<file path="src/rtl/bnn_output_packer.sv">
// Packs single-bit neuron decisions into WORD_W-bit words and queues them in a
// DEPTH-entry FIFO drained over valid/ready.
module bnn_output_packer #(
   parameter int WORD_W    = 8,
   parameter int DEPTH     = 4,
   parameter int MSB_FIRST = 0
) (
   input  logic                       clk,
   input  logic                       rst_n,
   input  logic                       bit_in,
   input  logic                       bit_valid,
   input  logic                       flush,
   output logic [WORD_W-1:0]          word_out,
   output logic                       word_valid,
   input  logic                       word_ready,
   output logic [$clog2(DEPTH+1)-1:0] level,
   output logic [$clog2(WORD_W)-1:0]  bit_idx,
   output logic                       overflow
);

   localparam int IW = $clog2(WORD_W);
   localparam int LW = $clog2(DEPTH+1);
   localparam int AW = $clog2(DEPTH);

   typedef enum logic [1:0] {EMPTY, PARTIAL, FULL} state_t;

   state_t            state, state_nxt;
   logic [WORD_W-1:0] pack, pack_nxt;
   logic [WORD_W-1:0] mem [DEPTH];
   logic [AW-1:0]     wr_ptr, rd_ptr;
   logic [IW-1:0]     pos;
   logic [LW-1:0]     level_nxt;
   logic              complete, push, pop, accept;

   always_comb pos = (MSB_FIRST != 0) ? IW'(WORD_W-1) - bit_idx : bit_idx;

   // pack_nxt already includes this edge's bit, so completion and flush push it
   always_comb begin
      pack_nxt = pack;
      if (bit_valid) pack_nxt[pos] = bit_in;
   end

   assign complete = bit_valid && (bit_idx == IW'(WORD_W-1));
   assign push     = complete || (flush && (bit_idx != '0 || bit_valid));
   assign pop      = word_valid && word_ready;
   assign accept   = push && ((level != LW'(DEPTH)) || pop);

   always_ff @(posedge clk or negedge rst_n) begin
      if (!rst_n) begin
         pack     <= '0;
         bit_idx  <= '0;
         overflow <= 1'b0;
      end else if (push) begin
         pack    <= '0;
         bit_idx <= '0;
         if (!accept) overflow <= 1'b1;
      end else if (bit_valid) begin
         pack    <= pack_nxt;
         bit_idx <= bit_idx + IW'(1);
      end
   end

   // When full with a simultaneous pop, wr_ptr==rd_ptr: the new word lands in
   // the slot being vacated, which becomes the tail.
   always_ff @(posedge clk) begin
      if (accept) mem[wr_ptr] <= pack_nxt;
   end

   always_comb begin
      level_nxt = level;
      if (accept && !pop)      level_nxt = level + LW'(1);
      else if (pop && !accept) level_nxt = level - LW'(1);
   end

   always_ff @(posedge clk or negedge rst_n) begin
      if (!rst_n) begin
         wr_ptr <= '0;
         rd_ptr <= '0;
         level  <= '0;
      end else begin
         if (accept) wr_ptr <= wr_ptr + AW'(1);
         if (pop)    rd_ptr <= rd_ptr + AW'(1);
         level <= level_nxt;
      end
   end

   always_ff @(posedge clk or negedge rst_n) begin
      if (!rst_n) state <= EMPTY;
      else        state <= state_nxt;
   end

   always_comb begin
      state_nxt = PARTIAL;
      if (level_nxt == '0)               state_nxt = EMPTY;
      else if (level_nxt == LW'(DEPTH))  state_nxt = FULL;
   end

   always_comb begin
      word_valid = (state != EMPTY);
      word_out   = word_valid ? mem[rd_ptr] : '0;
   end

endmodule

</file>
<file path="config.mk">
export PLATFORM = sky130hd
export DESIGN_NAME = bnn_output_packer
export DESIGN_NICKNAME = d
export VERILOG_FILES = /design/src/rtl/bnn_output_packer.sv
export SDC_FILE = /design/constraint.sdc
export NUM_CORES = 1
export LEC_CHECK = 0
export ABC_AREA = 1
export BUFFER_PORTS_ARGS = -buffer_cell sky130_fd_sc_hd__buf_2
export CORE_MARGIN = 10
export CORE_UTILIZATION = 60
export CTS_BUF_LIST = sky130_fd_sc_hd__clkbuf_4 sky130_fd_sc_hd__clkbuf_8
export CTS_CLUSTER_SIZE = 14
export DETAILED_ROUTE_END_ITERATION = 10
export GPL_TIMING_DRIVEN = 0
export HOLD_SLACK_MARGIN = 0.08
export PLACE_DENSITY = 0.8
export SYNTH_ARGS = -nofsm -noshare
export SYNTH_HDL_FRONTEND = slang
export SYNTH_SLANG_ARGS = --single-unit
export TNS_END_PERCENT = 10
</file>
<file path="constraint.sdc">
create_clock -name clk -period 5 [get_ports clk]
set_input_delay 1 -clock clk [delete_from_list [all_inputs] [get_ports clk]]
set_output_delay 1 -clock clk [all_outputs]
set_load 0.02 [all_outputs]
</file>
==> results summary, run 1 <==
The run finished with clean final reports. In this run the critical register-to-register path is captured at mem[1][2]. The largest individual stage delay along the critical path comes from the cell sky130_fd_sc_hd__dfrtp_1. Post-CTS timing repair inserted 0 buffers for setup. The count of standard-cell rows came out at 23. The data arrival at the endpoint of the critical path came out at 1780 ps. The clock sink count is 53.

The number of instances in the synthesized netlist is 234. The count of boundary I/O pins came out at 22. For this run, the post-layout net count is 277. Hold repair after CTS inserted 0 buffers. The area of the core came out at 4000 um2. Setup repair after global routing left no endpoint under its margin. The final number of max-transition violations is 0. The max-cap violation count is 0. The final global-route overflow total is 0.

The synthesis-stage register bit count came out at 53. Dividing the final minimum period by the clock period gives 0.556. The register area came out at 1490 um2. The post-synth net total came out at 250. The die outline area is 7100 um2. The most critical setup path has its startpoint at rd_ptr[0]. The number of search-and-repair iterations in the first detailed-routing pass came out at 4. Gates resized during post-CTS repair numbered 0. The number of global-route vias before repair was 1,651. The cell sitting at the root of the clock tree is a sky130_fd_sc_hd__clkbuf_8.

The number of cells on the worst reg-to-reg path is 6. The final clock skew is 6.12 ps. Traced cell by cell, the critical path runs through buf_2, inv_2, clkbuf_1, o21ai_0, a21oi_1, buf_2. The largest net degree at the start of global routing is 22. After layout, the minimum clock period comes to 2780 ps.

Dividing the detail-routed wire length by the instance count gives 14.1 um. The via density per instance is 5.14. The latest clock arrival within the worst-skew pair came out at 310 ps. The cell depth of the worst min-delay path is 1. Grouping stages by cell kind, the critical path spends the most delay in buffers and inverters. The post-route non-filler standard cell count came out at 312. The min-delay analysis places its worst path in the category reg2reg.

The number of buffers added by the clock tree synthesis step came out at 5. The netlist area before placement is 2480 um2. Setup slack closes at 2220 ps. The worst path buffer plus inverter count came out at 4. The required time of the critical path is 4000 ps. VDD sags by at most 0.435 mV. The number of antenna diodes in the final layout is 0. The number of instances in the placed design is 304. The worst slew slack as a fraction of its limit is 0.493. The worst register-to-register path begins at bit_idx[1]. The worst-case setup slack after placement came out at 2310 ps. The actual slew at the worst max-slew pin is 757 ps. The distinct cell type count after synthesis came out at 28. STA classifies the critical path endpoint as a primary output. The placed wire-length estimate after detailed placement came out at 3.22 mm. The synthesized area per cell came out at 10.6 um2. The peak fanout along the critical path is 10. The filler cells instantiated in the layout total 310. The sum of negative setup slack came out at 0 ps. The first-pass GRT wire length came out at 7.83 mm.

The area used by multi-input combinational logic came out at 833 um2. STA classifies the critical path startpoint as a flop. On the final layout, the worst hold slack is 483 ps. The timing-limited maximum frequency is 359 MHz. Setup violations remaining at the end of the flow were counted as 0.

The worst hold path terminates at overflow. The number of warning messages in the yosys log came out at 0. Setup slack on the worst reg-to-reg path comes out at 2880 ps. TritonCTS built the clock tree. The total number of H-tree levels is 2. The via count came out at 1,603. The cell that appears most often on the critical path is sky130_fd_sc_hd__buf_2. The number of failing hold endpoints at the final stage is 0. The standby leakage power is 0.00128 uW. The synthesis-to-layout area growth is 10.1%. The critical path is of the reg2out type.

After clock tree synthesis, the clock-pin slew on the worst setup and hold paths is 90 ps. Of the cells placed in the final design, the portion with a size suffix greater than 1 is 0.176. The number of antenna violations at the first check in global routing came out at 0. The share of the Yosys chip area taken by registers is 0.600.

The detailed router's first-iteration violation count is 133. The antenna violation net count after detailed routing is 0. The total of buffers placed on input and output ports came out at 20. The horizontal die dimension came out at 84.3 um.

The starting density of the core came out at 0.619. The origin of the worst min-delay path is overflow. The maximum buffer depth of the clock tree came out at 2. The congestion estimate from routability-driven global placement came to 0.779.

For this design the ratio of total power to cell area is 553 nW/um2. For this block, the routed nets add up to 4.39 mm of wire. The worst stage delay on the critical path came out at 360 ps.

The post-route DRC violation count is 0. The height of the die came out at 84.3 um. Overall power consumption after layout is estimated at 1510 uW. The overall track demand over capacity in global routing is 0.133.
worst max path at each step:
stage	end	slack [ps]	cells past startpoint
5_1_grt	word_out[7]	1940	6
4_1_cts	word_out[6]	2210	6
3_5_place_dp	mem[1][1]	2310	7
2_1_floorplan	word_out[5]	2720	5
3_3_place_gp	mem[0][1]	2400	7
6_report	word_out[6]	2220	6
state kept, by name, indices dropped and copies added (netlist names):
name	flops
mem	32
state	2
rd_ptr	2
level	3
bit_idx	3
pack	8
overflow	1
wr_ptr	2
cells in the final DEF (no fill, tap or decap), drive strengths merged:
cell type	count
nand3	10
o21bai	1
nand4	3
ha	10
inv	31
nor2	54
mux2i	7
dfrtp	21
buf	24
nand2	21
clkinv	4
xor2	5
o21a	1
clkbuf	7
o21ai	19
nor3	2
a21oi	10
edfxtp	32
per-layer routing:
layer,wire (um),GRT usage,share of wire
met1,1960,0.162,0.45
met5,0,0,0
met4,65,0.0457,0.015
met3,256,0.0386,0.058
met2,2110,0.221,0.48
cell type report:
class,instances,share of cell area
plain buffers,6,0.0138
clock buffers,5,0.0252
clock inverters,3,0.00642
inverters,32,0.0441
multi-input cells,143,0.306
flip-flops and latches,53,0.545
well taps,50,0.0229
repair buffers,20,0.0367
cell usage after synthesis, drive strengths merged:
master,n,area [um2]
a21oi,10,53.8
nand2,21,101
clkbuf,2,7.51
inv,31,116
dfrtp,21,526
nor3,2,10.0
o21bai,1,7.51
xor2,5,43.8
edfxtp,32,961
o21ai,19,95.1
mux2i,7,70.1
ha,10,125
buf,4,30.0
nand3,10,67.6
clkinv,1,3.75
o21a,1,7.51
nand4,3,25.0
nor2,54,226
power by group:
group | switching [uW] | leakage, uW | internal [uW]
Sequential | 50.6 | 0.000565 | 570
Clock | 135 | 0.0000455 | 97.0
Combinational | 440 | 0.000673 | 214
cells by family (layout without fill, tap and decap cells):
group                      Yosys count  count (layout)  share of synthesized area
and+or+nand+nor                     90              90                      0.174
DFF                                 53              53                      0.600
buffers and inverters               38              66                     0.0636
AOI/OAI and AO/OA                   31              31                     0.0662
adders and majority gates           10              10                     0.0505
muxes                                7               7                     0.0283
xor gates and xnor gates             5               5                     0.0177
per-stage QoR:
stage | instance area (um2) | util
final | 2730 | 0.682
after global routing | 2730 | 0.682
after CTS | 2730 | 0.682
after detailed placement | 2640 | 0.660
after global placement | 2640 | 0.660
after floorplan | 2480 | -
Power figures use the tool's default switching activity.
==> run 2: changes to the inputs <==
--- a/config.mk
+++ b/config.mk
@@ -5,7 +5,7 @@
 export SDC_FILE = /design/constraint.sdc
 export NUM_CORES = 1
 export LEC_CHECK = 0
-export ABC_AREA = 1
+export ABC_AREA = 0
 export BUFFER_PORTS_ARGS = -buffer_cell sky130_fd_sc_hd__buf_2
 export CORE_MARGIN = 10
 export CORE_UTILIZATION = 60
==> constraint.sdc (replaced) <==
create_clock -name clk -period 2.9 [get_ports clk]
set_input_delay 0.58 -clock clk [delete_from_list [all_inputs] [get_ports clk]]
set_output_delay 0.58 -clock clk [all_outputs]
set_load 0.02 [all_outputs]
==> run 2 against run 1 <==
Combinational power up 65%. Routed wire length down 2.6%. Area after synthesis up 0.30%. Count of clock-buffer cells in the layout unchanged. Cell count down 20%. Power up 71%. Worst setup slack worse by 1800 ps. Critical path type is now reg2reg. Highest routed layer unchanged.
==> results summary, run 2 <==
The run finished with clean final reports. The mean routed wirelength per cell is 17.2 um (+22%). The number of search-and-repair iterations in the first detailed-routing pass is 4 (unchanged). The starting density of the core came to 0.621 (+0.00188).

The overall track demand over capacity in global routing was 0.129 (-0.00480). The final antenna diode count is 0 (unchanged). The commonest cells after synthesis are sky130_fd_sc_hd__edfxtp_1 (32), sky130_fd_sc_hd__dfrtp_1 (21), sky130_fd_sc_hd__nor2b_1 (16). The area of the core came to 4000 um2 (unchanged).

The proportion of power drawn by combinational gates is 0.420 (-0.014). The setup path with the least slack is of type reg2reg. The number of global-route vias before repair is 1,570 (-4.9%). The count of hold buffers inserted by post-cts repair came out at 0 (unchanged). The sum of negative setup slack is 0 ps (unchanged). The synthesis-to-layout area growth came out at 10.4%. The die outline area was 7120 um2 (+0.24%). The horizontal die dimension came out at 84.4 um (+0.12%).

The count of standard-cell rows came out at 23 (unchanged). The total internal power is 1610 uW (+83%). The number of buffers added by the clock tree synthesis step was 5 (unchanged). The share of layout cells above drive strength 1 is 0.286 (+0.111). The final global-route overflow total came out at 0 (unchanged).

The largest net degree at the start of global routing came to 22 (unchanged). The via count came out at 1,431 (-11%). The number of warning messages in the yosys log is 0 (unchanged).

The net switching fraction of the power came out at 0.372 (-0.0432). The net switching power figure is 957 uW (+53%). The number of cells upsized or downsized after cts came out at 0 (unchanged). The count of endpoints failing setup in the final report was 0 (unchanged). The final clock skew came out at 6.38 ps (+0.256 ps). The largest registers in the layout are mem: 32 flops, pack: 8 flops.

The placed wire-length estimate after detailed placement came out at 3.21 mm (-0.45%). The count of boundary I/O pins was 22 (unchanged). Traced cell by cell, the critical path runs through ha_1, ha_1, a21oi_1, nor2_1, buf_2, buf_2, and3_1. Setup repair after global routing left no endpoint under its margin. The area share of the largest cell type after synthesis came to 0.387 (-0.00117). The clock sink count came out at 53 (unchanged). Static timing analysis puts the maximum clock frequency at 405 MHz.

After synthesis, the cell types taking the most area are sky130_fd_sc_hd__edfxtp_1 (39%), sky130_fd_sc_hd__dfrtp_1 (21%), sky130_fd_sc_hd__mux4_2 (7.3%). The final number of max-transition violations was 0 (unchanged). The fraction of the yosys area taken by sequential cells is 0.598 (-0.00181).

In this run the clock root is driven by a sky130_fd_sc_hd__clkbuf_8. The count of flip-flops with a built-in enable after synthesis is 32 (unchanged). The post-route DRC violation count is 0 (unchanged). The peak fanout along the critical path is 10 (unchanged).

For this run, the leading register cell type out of synthesis is sky130_fd_sc_hd__edfxtp_1. The detailed router's first-iteration violation count came out at 42 (-68%). The biggest area contributor in the post-synthesis netlist is sky130_fd_sc_hd__edfxtp_1.

The path category of the worst min-delay check is in2async. The overall routed net length is 4.28 mm (-2.6%). After synthesis, the largest family of logic cells by area is simple AND/OR/NAND/NOR gates. The buffer count from post-CTS setup fixing came out at 0 (unchanged).

The final core utilization came out at 0.686 (+0.00407). The number of instances in the synthesized netlist is 170 (-27%). The actual slew at the worst max-slew pin is 670 ps (-87.7 ps). The maximum buffer depth of the clock tree is 2 (unchanged).

The ratio of total power to cell area came to 938 nW/um2 (+70%). The via density per instance is 5.75 (+12%). The data arrival at the endpoint of the critical path is 2420 ps (+640 ps). The total of buffers placed on input and output ports is 21 (+5.0%).

The post-route clock period utilization came out at 0.851. The number of nets in the layout is 214 (-23%). The first-pass GRT wire length came out at 7.48 mm (-4.5%). The worst stage delay on the critical path is 520 ps (+160 ps). The post-synthesis mux area share came out at 0.116 (+0.0880). The number of antenna violations at the first check in global routing is 0 (unchanged). Leaving out fill and tap cells, the most frequent cell in the layout is sky130_fd_sc_hd__edfxtp_1. The global placement routability congestion came to 0.762 (-2.3%). The distinct cell type count after synthesis came out at 42 (+50%). The worst slew slack as a fraction of its limit came out at 0.552 (+0.0587). The slack of the worst reg-to-reg path came out at 430 ps (-2450 ps). In the layout the commonest cells are sky130_fd_sc_hd__edfxtp_1 (32), sky130_fd_sc_hd__buf_2 (24), sky130_fd_sc_hd__dfrtp_1 (21). The clock network fraction of total power is 0.159 (+0.005).

TritonCTS built the clock tree. The fraction of the mapped netlist area in simple logic gates is 0.125 (-0.0484). The peak supply drop is 0.604 mV (+39%). More flip-flops sit in one register than any other, and that register is mem. The share of flip-flops with an asynchronous set or reset came to 0.396 (unchanged). The number of failing hold endpoints at the final stage is 0 (unchanged). The height of the die was 84.4 um (+0.12%).

The post-synthesis xor/xnor area fraction is 0.0176 (-0.0000534). The clock transition at the registers of the reported paths came out at 90 ps (about the same). The flip-flop count of the largest register after layout came out at 32 (unchanged). The post-synthesis adder-cell area fraction is 0.0504 (-0.000153). The worst setup path is captured at a flop.

The post-synth net total was 186 (-26%). The total number of H-tree levels is 2 (unchanged). The area fraction in compound gates after synthesis came out at 0.0650 (-0.00121).

The latest clock arrival within the worst-skew pair is 300 ps (about the same). The layout filler cell count came to 287 (-7.4%). The antenna violation net count after detailed routing is 0 (unchanged). Counting I/O delays and the setup requirement, the final critical path takes 2470 ps. The required time of the critical path came to 2860 ps (-1140 ps). The synthesized area per cell came to 14.6 um2 (+38%).

STA classifies the critical path startpoint as a flop. The synthesis-stage register bit count came out at 53 (unchanged). The standby leakage power is 0.00112 uW (-13%). The max-cap violation count was 0 (unchanged). The netlist area before placement is 2480 um2 (+0.30%). Yosys instantiated no cell more often than sky130_fd_sc_hd__edfxtp_1. The sequential cell fraction of total power came out at 0.422 (+0.010).

The largest individual stage delay along the critical path comes from the cell sky130_fd_sc_hd__dfrtp_1.
-- run 2: cell count changes after synthesis, sizes merged, moves of 6 or more --
cell / previous run / this run
mux2i: 7 / 0
nand3: 10 / 3
nand2: 21 / 5
a21oi: 10 / 4
mux4: 0 / 8
mux2: 0 / 9
nor2: 54 / 4
o21ai: 19 / 6
inv: 31 / 8
nor2b: 0 / 16
-- run 2: worst paths after layout --
path | from | to | cells after the start
worst max-delay path | bit_idx[1] | mem[2][6] | 7
worst min-delay path | rst_n | level[0] | 1
worst max register to register | bit_idx[1] | mem[2][6] | 7
worst min register to register | overflow | overflow | 1
max in group asynchronous | rst_n | rd_ptr[1] | 1
min in group clk | flush | bit_idx[2] | 2
-- run 2: cell type report --
cell class / count / area [um2] / share of cell area
sequential: 53 / 1490 / 0.542
buffer: 6 / 37.5 / 0.0137
multi-input combinational: 103 / 931 / 0.339
clock buffer: 5 / 68.8 / 0.0251
tap: 50 / 62.6 / 0.0228
inverter: 8 / 30.0 / 0.0109
clock inverter: 3 / 21.3 / 0.00776
timing repair buffer: 21 / 105 / 0.0383
-- run 2: logic make-up after synthesis --
kind of cell / count (synthesis)
AOI/OAI and AO/OA: 20
xor gates and xnor gates: 5
adders and majority gates: 10
buffers and inverters: 14
DFF: 53
muxes: 17
and+or+nand+nor: 51
-- run 2: power groups by stage --
stage	Clock, uW	Sequential (uW)	Combinational [uW]
2_1_floorplan	0	1120	773
3_3_place_gp	0	1080	1060
3_5_place_dp	0	1100	1100
4_1_cts	413	1090	1100
5_1_grt	449	1110	1210
6_report	409	1080	1080
-- run 2: critical path: cells and delay by family (launching register included) --
family | cells | cell delay, ps
DFF | 1 | 520
adders and majority gates | 2 | 410
AOI/OAI and AO/OA | 1 | 100
and+or+nand+nor | 2 | 610
buffers and inverters | 2 | 470
-- run 2: metrics by stage --
step	cell area [um2]	hold slack, ps	setup WS [ps]	total power, uW	cells
4_1_cts	2740	239	406	2600	249
3_3_place_gp	2650	448	518	2140	241
2_1_floorplan	2480	284	716	1890	170
5_1_grt	2740	237	242	2760	249
3_5_place_dp	2650	462	427	2200	241
6_report	2740	214	433	2570	249
-- run 2: routing by layer --
metal	global-route usage	vias to the layer above	share of wire
li1	-	682	-
met1	0.150	713	0.43
met2	0.221	30	0.51
met3	0.0386	6	0.046
met4	0.0404	0	0.013
met5	0	-	0
==> run 3: changes to the inputs <==
--- a/config.mk
+++ b/config.mk
@@ -8,13 +8,12 @@
 export ABC_AREA = 0
 export BUFFER_PORTS_ARGS = -buffer_cell sky130_fd_sc_hd__buf_2
 export CORE_MARGIN = 10
-export CORE_UTILIZATION = 60
+export CORE_UTILIZATION = 38
 export CTS_BUF_LIST = sky130_fd_sc_hd__clkbuf_4 sky130_fd_sc_hd__clkbuf_8
 export CTS_CLUSTER_SIZE = 14
 export DETAILED_ROUTE_END_ITERATION = 10
 export GPL_TIMING_DRIVEN = 0
 export HOLD_SLACK_MARGIN = 0.08
-export PLACE_DENSITY = 0.8
 export SYNTH_ARGS = -nofsm -noshare
 export SYNTH_HDL_FRONTEND = slang
 export SYNTH_SLANG_ARGS = --single-unit
==> run 3 against run 2 <==
Die area increased by 43%. Cell count increased by 11%. Critical path depth unchanged. Worst setup slack got worse by 35 ps. Routed wire length increased by 1.6%. Worst hold slack improved by 8.5 ps. Global-route usage decreased by 3.6 points. Final area increased by 1.4%. Sequential share of layout area decreased by 0.73 points. Largest power group unchanged. Count of clock-buffer cells in the layout unchanged.
==> results summary, run 3 (synthesis gave the netlist of run 2 again) <==
The slack of the worst reg-to-reg path is 400 ps (-40 ps). The buffer count from post-CTS setup fixing is 0 (unchanged). The antenna violation net count after detailed routing was 0 (unchanged). The count of boundary I/O pins came out at 22 (unchanged). The count of standard-cell rows is 29 (+26%). The register with the most flip-flops in the final layout is mem.

In the layout the commonest cells are sky130_fd_sc_hd__edfxtp_1 (32), sky130_fd_sc_hd__buf_2 (24), sky130_fd_sc_hd__dfrtp_1 (21). The clock transition at the registers of the reported paths came out at 100 ps (about the same). The overall routed net length came to 4.35 mm (+1.6%).

The count of hold buffers inserted by post-cts repair came out at 0 (unchanged). Walking the worst path, the cells encountered are ha_1, ha_1, a21oi_1, nor2_1, buf_2, buf_2, and3_1. The placed wire-length estimate after detailed placement came out at 3.06 mm (-4.6%).

The final critical path time including I/O delays and setup came out at 2500 ps (+35.3 ps). The clock sink count is 53 (unchanged). The number of cells on the worst reg-to-reg path was 7 (unchanged). The number of cells upsized or downsized after cts is 0 (unchanged). The number of search-and-repair iterations in the first detailed-routing pass came out at 4 (unchanged). The overall track demand over capacity in global routing came out at 0.0921 (-0.0364). The data arrival at the endpoint of the critical path came to 2470 ps (+50 ps). The post-route clock period utilization is 0.863 (+0.0122). The horizontal die dimension came out at 101 um (+20%). The latest clock arrival within the worst-skew pair came out at 310 ps (about the same).

The run finished with clean final reports. Compared with the post-synthesis result, the final layout area differs by 11.9%. The layout filler cell count was 574 (+100%). The worst stage delay on the critical path came to 510 ps (about the same). The post-route DRC violation count came out at 0 (unchanged).

The final antenna diode count is 0 (unchanged). CTS placed an instance of sky130_fd_sc_hd__clkbuf_8 at the clock tree root. The via density per instance came out at 5.01 (-13%). The area of the core was 6350 um2 (+59%). The number of failing hold endpoints at the final stage is 0 (unchanged). The number of buffers added by the clock tree synthesis step came out at 5 (unchanged). The mean routed wirelength per cell is 15.8 um (-8.3%). The global placement routability congestion is 0.745 (-2.2%). The maximum buffer depth of the clock tree came out at 2 (unchanged).

The first-pass GRT wire length was 7.25 mm (-3.0%). The worst hold slack was 222 ps (+8.46 ps). TritonCTS built the clock tree. In this run the worst hold path is classified as in2async. The sum of negative setup slack is 0 ps (unchanged). The critical path in this run is classified as reg2reg.

Tracing the worst setup path back leads to its startpoint at bit_idx[1]. The worst slew slack as a fraction of its limit came out at 0.464 (-0.0880). In this run the critical register-to-register path is captured at mem[0][4]. The largest registers in the layout are mem: 32 flops, pack: 8 flops. The ratio of total power to cell area is 930 nW/um2 (-0.86%). The largest net degree at the start of global routing is 22 (unchanged). The height of the die is 101 um (+20%).

The peak fanout along the critical path was 10 (unchanged). The total number of H-tree levels came out at 2 (unchanged). The detailed router's first-iteration violation count came to 38 (-9.5%).

The timing-limited maximum frequency came out at 400 MHz (-1.4%). The max-cap violation count came out at 0 (unchanged). The via count came out at 1,384 (-3.3%). The die outline area came out at 10,200 um2 (+43%). The actual slew at the worst max-slew pin is 801 ps (+131 ps). The number of antenna violations at the first check in global routing came out at 0 (unchanged).

The worst flop-to-flop path startpoint is bit_idx[1]. Setup repair after global routing left no endpoint under its margin. The starting density of the core came out at 0.391 (-0.230). The required time of the critical path is 2870 ps (about the same). The number of global-route vias before repair is 1,407 (-10%). STA classifies the critical path startpoint as a flop. The number of nets in the layout is 214 (unchanged).

The flip-flop count of the largest register after layout came to 32 (unchanged). The final global-route overflow total came to 0 (unchanged). The final clock skew came out at 4.46 ps (-1.92 ps). The share of layout cells above drive strength 1 is 0.286 (unchanged). The final number of max-transition violations is 0 (unchanged). Leaving out fill and tap cells, the most frequent cell in the layout is sky130_fd_sc_hd__edfxtp_1. The peak supply drop is 0.424 mV (-30%). The standby leakage power came out at 0.00112 uW (about the same).

The total of buffers placed on input and output ports came out at 21 (unchanged). The capturing element type of the critical path is a flop. The largest individual stage delay along the critical path comes from the cell sky130_fd_sc_hd__dfrtp_1. The count of endpoints failing setup in the final report came to 0 (unchanged).
[run 3: changes by cell type in the layout (fill, tap and decap cells not counted)]
cell	previous run	this run
sky130_fd_sc_hd__clkinv_2	1	0
sky130_fd_sc_hd__clkinv_4	0	1
[run 3: how the worst max path moves through the flow]
stage and to:
2_1_floorplan mem[0][0], 3_3_place_gp mem[1][4], 3_5_place_dp mem[0][4], 4_1_cts mem[0][4], 5_1_grt mem[1][6], 6_report mem[0][4]
[run 3: per-stage QoR]
stage	utilization	instance area [um2]	total power, uW	setup WS [ps]	cells
5_1_grt	0.438	2780	2770	143	276
6_report	0.438	2780	2580	397	276
3_5_place_dp	0.423	2690	2200	361	268
3_3_place_gp	0.423	2690	2190	357	268
4_1_cts	0.438	2780	2630	339	276
2_1_floorplan	-	2480	1890	716	170
[run 3: critical path: cells and delay by family (launching register included)]
| family | cells | cell delay, ps |
|---|---|---|
| simple gates | 2 | 620 |
| flops | 1 | 510 |
| buf+inv | 2 | 510 |
| fa+ha+maj | 2 | 410 |
| compound gates | 1 | 100 |
[run 3: layer usage]
metal  track usage  part of all wire  vias up
met5             0                 0        -
met4        0.0293             0.012        0
met3        0.0329             0.054        6
met2         0.146              0.48       23
met1         0.114              0.45      673
li1              -                 -      682
[run 3: final cells by class]
cell class	instances	area, um2	area share
Clock inverter	3	25.0	0.00900
Multi-Input combinational cell	103	931	0.335
Timing Repair Buffer	21	105	0.0378
Buffer	6	37.5	0.0135
Inverter	8	30.0	0.0108
Sequential cell	53	1490	0.535
Clock buffer	5	68.8	0.0248
Tap cell	77	96.3	0.0347
[run 3: power breakdown]
part	internal (uW)	switching [uW]
combinational	458	620
sequential	984	91.7
clock	175	256
total	1620	968
